--- src/rtl/ntt_pkg.sv ---
// ntt_pkg: coefficient type, modular add/sub helpers and latency constants for the NTT datapath
// Defaults for the K/Q macros are supplied here when no parameters header has defined them.
`ifndef K
`define K 12
`endif
`ifndef Q
`define Q 3329
`endif
package ntt_pkg;
    localparam int K           = `K;
    localparam int DEF_MUL_LAT = 7;
    typedef logic [K-1:0] coef_t;
    localparam coef_t Q = coef_t'(`Q);

    function automatic int bfly_lat(input int mul_lat);
        return mul_lat + 2;
    endfunction

    localparam int BFLY_LAT = bfly_lat(DEF_MUL_LAT);

    function automatic coef_t mod_add(input coef_t x, input coef_t y);
        logic [K:0] s;
        s = {1'b0, x} + {1'b0, y};
        return (s >= {1'b0, Q}) ? coef_t'(s - {1'b0, Q}) : s[K-1:0];
    endfunction

    function automatic coef_t mod_sub(input coef_t x, input coef_t y);
        logic [K:0] d;
        d = {1'b0, x} - {1'b0, y};
        return d[K] ? d[K-1:0] + Q : d[K-1:0];
    endfunction
endpackage

--- src/rtl/ntt_butterfly_if.sv ---
// ntt_butterfly_if: beat interface of the NTT butterfly
// master: drives in_valid/a/b/w/mode, sees out_valid/x0/x1/busy; slave: the butterfly itself.
interface ntt_butterfly_if #(
    parameter int K = `K
);
    logic         in_valid;
    logic         mode;
    logic [K-1:0] a;
    logic [K-1:0] b;
    logic [K-1:0] w;
    logic         out_valid;
    logic         busy;
    logic [K-1:0] x0;
    logic [K-1:0] x1;

    modport master(output in_valid, mode, a, b, w, input out_valid, busy, x0, x1);
    modport slave(input in_valid, mode, a, b, w, output out_valid, busy, x0, x1);
endinterface

--- src/rtl/mod_addsub.sv ---
// mod_addsub: registered modular sum/difference pair, 1-cycle latency
// Ports: clk, rst_n (async active-low); a, b operands (< Q); sum_q, diff_q registered results.
module mod_addsub
    import ntt_pkg::*;
#(
    parameter int K = `K
) (
    input  logic         clk,
    input  logic         rst_n,
    input  logic [K-1:0] a,
    input  logic [K-1:0] b,
    output logic [K-1:0] sum_q,
    output logic [K-1:0] diff_q
);
    logic [K-1:0] sum_d, diff_d;

    always_comb begin
        sum_d  = mod_add(a, b);
        diff_d = mod_sub(a, b);
    end

    always_ff @(posedge clk or negedge rst_n) begin
        if (!rst_n) begin
            sum_q  <= '0;
            diff_q <= '0;
        end else begin
            sum_q  <= sum_d;
            diff_q <= diff_d;
        end
    end
endmodule

--- src/rtl/mod_multiplication.sv ---
// mod_multiplication: pipelined (a*b) mod Q with a fixed latency of LAT cycles
// Ports: clk; a, b operands (< Q); p product, valid LAT cycles after a/b are presented.
module mod_multiplication
    import ntt_pkg::*;
#(
    parameter int K   = `K,
    parameter int LAT = DEF_MUL_LAT
) (
    input  logic         clk,
    input  logic [K-1:0] a,
    input  logic [K-1:0] b,
    output logic [K-1:0] p
);
    logic [2*K-1:0]        prod_q, prod_d;
    logic [LAT-2:0][K-1:0] red_q, red_d;

    // one cycle to multiply, one to reduce, the rest is retiming slack
    always_comb begin
        prod_d = {{K{1'b0}}, a} * {{K{1'b0}}, b};
        red_d  = {red_q[LAT-3:0], K'(prod_q % (2*K)'(Q))};
    end

    always_ff @(posedge clk) begin
        prod_q <= prod_d;
        red_q  <= red_d;
    end

    assign p = red_q[LAT-2];
endmodule

--- src/rtl/ntt_butterfly.sv ---
// ntt_butterfly: pipelined radix-2 NTT butterfly, Cooley-Tukey always, Gentleman-Sande optional
// Ports: clk, rst_n (async active-low); bus (ntt_butterfly_if.slave): in_valid/a/b/w/mode in,
//        out_valid/x0/x1/busy out. Latency MUL_LAT+2 in both modes, one beat per cycle.
// Build option: NTT_BUTTERFLY_INV_EN adds the GS path and the mode register.
module ntt_butterfly
    import ntt_pkg::*;
#(
    parameter int K       = `K,
    parameter int MUL_LAT = DEF_MUL_LAT
) (
    input  logic           clk,
    input  logic           rst_n,
    ntt_butterfly_if.slave bus
);
    localparam int L = bfly_lat(MUL_LAT);

    logic [L-1:0]              vld_q, vld_d;
    logic [K-1:0]              a0_q, a0_d, b0_q, b0_d, w0_q, w0_d;
    logic [MUL_LAT-1:0][K-1:0] a_dly_q, a_dly_d;
    logic [K-1:0]              mul_x, mul_y, prod, ct_x0, ct_x1;
    logic                      mode_q;

    always_comb begin
        vld_d   = {vld_q[L-2:0], bus.in_valid};
        a0_d    = bus.a;
        b0_d    = bus.b;
        w0_d    = bus.w;
        a_dly_d = {a_dly_q[MUL_LAT-2:0], a0_q};
    end

    always_ff @(posedge clk or negedge rst_n) begin
        if (!rst_n)
            vld_q <= '0;
        else
            vld_q <= vld_d;
    end

    always_ff @(posedge clk) begin
        a0_q    <= a0_d;
        b0_q    <= b0_d;
        w0_q    <= w0_d;
        a_dly_q <= a_dly_d;
    end

    assign bus.busy      = |vld_q;
    assign bus.out_valid = vld_q[L-1];

    mod_multiplication #(.K(K), .LAT(MUL_LAT)) u_mul (
        .clk (clk),
        .a   (mul_x),
        .b   (mul_y),
        .p   (prod)
    );

    // CT: a delayed to meet w*b, then the registered add/sub is the output stage
    mod_addsub #(.K(K)) u_ct (
        .clk    (clk),
        .rst_n  (rst_n),
        .a      (a_dly_q[MUL_LAT-1]),
        .b      (prod),
        .sum_q  (ct_x0),
        .diff_q (ct_x1)
    );

`ifdef NTT_BUTTERFLY_INV_EN
    logic                      mode_d;
    logic [K-1:0]              w1_q, w1_d, gs_sum, gs_diff;
    logic [MUL_LAT-1:0][K-1:0] sum_dly_q, sum_dly_d;

    // mode only switches with the pipe empty, so every in-flight beat shares mode_q
    always_comb begin
        mode_d    = bus.busy ? mode_q : bus.mode;
        w1_d      = w0_q;
        sum_dly_d = {sum_dly_q[MUL_LAT-2:0], gs_sum};
        mul_x     = mode_q ? gs_diff : b0_q;
        mul_y     = mode_q ? w1_q : w0_q;
    end

    always_ff @(posedge clk or negedge rst_n) begin
        if (!rst_n)
            mode_q <= 1'b0;
        else
            mode_q <= mode_d;
    end

    always_ff @(posedge clk) begin
        w1_q      <= w1_d;
        sum_dly_q <= sum_dly_d;
    end

    mod_addsub #(.K(K)) u_gs (
        .clk    (clk),
        .rst_n  (rst_n),
        .a      (a0_q),
        .b      (b0_q),
        .sum_q  (gs_sum),
        .diff_q (gs_diff)
    );

    // reset clears mode_q, which selects the reset CT registers, so x0/x1 read 0
    assign bus.x0 = mode_q ? sum_dly_q[MUL_LAT-1] : ct_x0;
    assign bus.x1 = mode_q ? prod : ct_x1;
`else
    always_comb begin
        mul_x = b0_q;
        mul_y = w0_q;
    end

    assign mode_q = bus.mode & 1'b0;
    assign bus.x0 = ct_x0;
    assign bus.x1 = ct_x1;
`endif
endmodule
--- src/flat_wrapper.sv ---
// flat-port wrapper written by rule: the top's interface ports become plain ports
module ntt_butterfly_flat import ntt_pkg::*;
#(
    parameter int K       = `K,
    parameter int MUL_LAT = DEF_MUL_LAT
)
  (clk, rst_n, bus_in_valid, bus_mode, bus_a, bus_b, bus_w, bus_out_valid, bus_busy, bus_x0, bus_x1);
  ntt_butterfly_if #(.K(K)) bus_i ();
  input  logic clk;
  input  logic rst_n;
  input wire logic [$bits(bus_i.in_valid)-1:0] bus_in_valid;
  input wire logic [$bits(bus_i.mode)-1:0] bus_mode;
  input wire logic [$bits(bus_i.a)-1:0] bus_a;
  input wire logic [$bits(bus_i.b)-1:0] bus_b;
  input wire logic [$bits(bus_i.w)-1:0] bus_w;
  output wire logic [$bits(bus_i.out_valid)-1:0] bus_out_valid;
  output wire logic [$bits(bus_i.busy)-1:0] bus_busy;
  output wire logic [$bits(bus_i.x0)-1:0] bus_x0;
  output wire logic [$bits(bus_i.x1)-1:0] bus_x1;
  assign bus_i.in_valid = bus_in_valid;
  assign bus_i.mode = bus_mode;
  assign bus_i.a = bus_a;
  assign bus_i.b = bus_b;
  assign bus_i.w = bus_w;
  assign bus_out_valid = bus_i.out_valid;
  assign bus_busy = bus_i.busy;
  assign bus_x0 = bus_i.x0;
  assign bus_x1 = bus_i.x1;
  ntt_butterfly #(.K(K), .MUL_LAT(MUL_LAT)) u_core (.clk(clk), .rst_n(rst_n), .bus(bus_i));
endmodule
--- config.mk ---
export PLATFORM = sky130hd
export DESIGN_NAME = ntt_butterfly_flat
export DESIGN_NICKNAME = d
export VERILOG_FILES = /design/src/rtl/ntt_pkg.sv /design/src/rtl/ntt_butterfly_if.sv /design/src/rtl/mod_addsub.sv /design/src/rtl/mod_multiplication.sv /design/src/rtl/ntt_butterfly.sv /design/src/flat_wrapper.sv
export SDC_FILE = /design/constraint.sdc
export NUM_CORES = 1
export LEC_CHECK = 0
export BUFFER_PORTS_ARGS = -buffer_cell sky130_fd_sc_hd__buf_4
export CORE_ASPECT_RATIO = 2
export CORE_MARGIN = 5
export CORE_UTILIZATION = 50
export CTS_BUF_LIST = sky130_fd_sc_hd__clkbuf_4 sky130_fd_sc_hd__clkbuf_8
export DETAILED_ROUTE_END_ITERATION = 12
export PLACE_DENSITY = 0.64
export SLEW_MARGIN = 10
export SYNTH_ARGS = -nofsm -noshare
export SYNTH_HDL_FRONTEND = slang
export SYNTH_SLANG_ARGS = --single-unit
export TNS_END_PERCENT = 30
--- constraint.sdc ---
create_clock -name clk -period 16.1 [get_ports clk]
set_input_delay 4.83 -clock clk [delete_from_list [all_inputs] [get_ports clk]]
set_output_delay 4.83 -clock clk [all_outputs]
set_load 0.005 [all_outputs]
==> results.md <==
- Most frequent cells in the layout: dfxtp_1, nand2_1, inv_1
- Max Cap Violations: 0
- GPL Wtd Cong: 0.9590
- Final Skew: roughly 0.026 ns
- CP Depth: 46
- Cts hold-fix bufs: 0
- Routed vias: about 13,000
- Drt first pass iters: 5
- Vias in the first global route: 14,130
- Num CTS Buffers: 37
- R2R Setup Slk: 1.00 ns
- RSZ-0062 raised after global routing: false
- Slowest-stage cell, CP: o221ai_1
- Reg2reg path depth: 46
- Routed len/inst: around 17 µm
- HP Class: reg2reg
- CTS tree: yes
- HPWL Detailed: between 30 and 40 mm
- Starting Density: roughly half
- Placed Cells: approximately 2,200
- Vias per cell: just under 6
- Diode count: 0
- Arrival @ worst endpoint: about 15 ns
- Root Buffer: clkbuf_8
- Clock-pin transition on the worst setup and hold timing paths: roughly 0.07 ns
- CP startpoint: u_core.u_mul.prod_q[23]$_DFF_P_
- Largest net degree at the start of global routing: 34
- Worst path most repeated cell: xnor2_1
- Htree depth: 2
- Die width: around 140 µm
- Layout Cell Area excl Fill: between 15,000 and 20,000 µm²
- Syn nets: 2,030
- Post-synthesis sequential area ratio: 30.95%
- Ys flop type: dfxtp_1
- Ratio of final minimum period to clock period: a little over nine tenths
- Least-Margin Pin Slew: between 0.9 and 1 ns
- Crit path required time: 16.49 ns
- CP delay by family, top: compound AO/OA/AOI/OAI gates
- Min cycle time layout: between 15 and 20 ns
- Number of buffers added on ports: 64
- Hold Path Cell Cnt: 0
- Post-DP Area: 17,460 µm²
- Crit-path max FO: 15
- DRC: 0
- Hold Fails Final Rpt: 0
- Endpoints failing setup: 0
- Area of the multi-input gates: 10,730 µm²
- Post-Syn Instances: around 1,800
- Commonest non-fill, non-tap cell in the layout: dfxtp_1
- Final wirelength: ~40 mm
- Pins Over Slew Limit: 0
- Crit path kind: reg2reg
- Worst-skew pair later-pin latency: about 0.54 ns
- Startpoint types: register
- Die height: 268 µm
- Synth async-reset ratio: a little over an eighth
- Synth warn: 0
- Slew Limit Headroom: 39.25%
- Post-layout instance count excluding filler cells: between 2,000 and 2,500
- Setup crit end kind: register
- Reg2Reg Capture Point: u_core.u_mul.red_d[23]$_DFF_P_
- Avg Cell Area, Syn: about 9.3 µm²
- Distinct cells, synth: ~120
- Buf/Inv on CP: 0
- Layout cell share with drive strength beyond 1: ~12%
- Mapped Area: ~17,000 µm²
- Area added between synthesis and finish: 10.28%
- Clock sink count: ~250
- #FFs+latches synth: between 200 and 250
- Post-synth EDFFs: 0
- Grt ovf: 0
- First-pass GRT wire length: about 67 mm
- Core area: between 30,000 and 40,000 µm²
- IO Count: 66
- CP endpoint: u_core.u_mul.red_d[23]$_DFF_P_
- ANT nets after route: 0
- Sequential standard cell area: ~5200 µm²
- Fmax: about 0.066 GHz
- Status: completed
- RR Startpoint: u_core.u_mul.prod_q[23]$_DFF_P_
- Nets@finish: approximately 2,100
- CP max stage delay: 0.61 ns
- Fillcell total: about 3,000
- Iter 0 DRT Violations: roughly 530
- Die Footprint: roughly 37,000 µm²
- Initial antenna violation count: 0
- Row count: 94
- Maximum root-to-sink buffer count: 3
- Total GRT Usage: a little over a fifth
- Setup TNS: 0 ns
per-stage QoR:
stage | utilization (%) | hold slack (ns) | setup slack [ns]
detailed placement | 53.02 | 0.3121 | 0.1600
global placement | 53.02 | 0.3098 | 0.4188
CTS | 55.35 | 0.3141 | 0.07969
finish | 55.73 | 0.3093 | 1.002
floorplan | - | 0.3096 | 3.078
global route | 55.73 | 0.3260 | 0.01720
what timing repair did:
item / 4_1_cts / 5_1_grt
setup endpoints to repair: 0 / 12
setup buffers: 0 / 2
resized for setup: 0 / 22
metal layers:
| layer | routed length (µm) | track usage, % |
|---|---|---|
| met4 | 2482 | 12.68 |
| met2 | 23510 | 45.09 |
| met5 | 0 | 0 |
| met3 | 1228 | 2.422 |
| met1 | 12590 | 18.88 |
logic make-up after synthesis:
kind of cell | count (synthesis) | share of synthesized area [%]
simple gates | 568 | 17.76
compound gates | 398 | 17.78
flops | 249 | 30.95
buf+inv | 223 | 5.203
fa+ha+maj | 199 | 19.50
xor+xnor | 137 | 7.346
mux | 21 | 1.459
flip-flops by register name (all words and copies together) (netlist names):
signal / flops
u_core.mul_y: 12
u_core.u_mul.prod_q: 24
u_core.u_mul.p: 12
u_core.u_mul.red_d: 60
u_core.a0_q: 12
u_core.a_dly_q: 12
u_core.a_dly_d: 72
u_core.vld_q: 9
u_core.u_ct.sum_q: 12
u_core.u_ct.diff_q: 12
u_core.b0_q: 12
cell usage after synthesis, drive strengths merged (7+ instances only):
master | instances | share of area (%)
mux2 | 10 | 0.72
o22ai | 11 | 0.41
nor2 | 94 | 2.1
a21boi | 7 | 0.36
or3 | 14 | 0.53
or4 | 11 | 0.56
nand2b | 13 | 0.49
a21o | 21 | 0.99
xor2 | 35 | 1.8
nor2b | 8 | 0.30
mux2i | 11 | 0.74
dfrtp | 33 | 5.0
xnor2 | 102 | 5.5
o211a | 7 | 0.42
nand3 | 36 | 1.1
fa | 102 | 12
a21oi | 86 | 2.6
a2111oi | 8 | 0.66
o21bai | 29 | 1.3
inv | 161 | 3.6
ha | 93 | 7.0
clkbuf | 48 | 1.1
buf | 14 | 0.49
nor3 | 51 | 1.6
nor4 | 21 | 1.2
o31ai | 11 | 0.50
o21ai | 53 | 1.6
and2 | 72 | 2.7
o211ai | 18 | 0.95
dfxtp | 216 | 26
and3 | 15 | 0.56
or2 | 13 | 0.50
nand2 | 181 | 4.1
a211oi | 20 | 0.93
o21a | 8 | 0.36
nand4 | 9 | 0.34
a31oi | 22 | 0.92
o22a | 8 | 0.42
worst register-to-register path, delay by kind of cell (launching register included):
family | cells | cell delay [ns]
fa+ha+maj | 2 | 0.49
simple gates | 14 | 3.55
xor+xnor | 4 | 1.10
mux | 2 | 0.89
flops | 1 | 0.59
compound gates | 24 | 8.35
final cells by class:
class | instances | share of cell area, %
Clock buffer | 58 | 3.839
Clock inverter | 9 | 0.3341
Inverter | 161 | 3.293
Multi-Input combinational cell | 1323 | 58.48
Sequential cell | 249 | 28.08
Tap cell | 432 | 2.945
Timing Repair Buffer | 74 | 3.027
how the worst min path moves through the flow:
| stage | startpoint | end | slack (ns) |
|---|---|---|---|
| after floorplan | u_core.a0_q[0]$_DFF_P_ | u_core.a_dly_d[12]$_DFF_P_ | 0.31 |
| after global placement | u_core.a_dly_d[22]$_DFF_P_ | u_core.a_dly_d[34]$_DFF_P_ | 0.31 |
| after detailed placement | u_core.a0_q[6]$_DFF_P_ | u_core.a_dly_d[18]$_DFF_P_ | 0.31 |
| after CTS | u_core.u_mul.red_d[16]$_DFF_P_ | u_core.u_mul.red_d[28]$_DFF_P_ | 0.31 |
| after global routing | u_core.u_mul.red_d[66]$_DFF_P_ | u_core.u_mul.p[6]$_DFF_P_ | 0.33 |
| final | u_core.a_dly_d[15]$_DFF_P_ | u_core.a_dly_d[27]$_DFF_P_ | 0.31 |
Power is not shown: default switching activity piles up to over one toggle a cycle in this logic, so the estimate is an artifact.
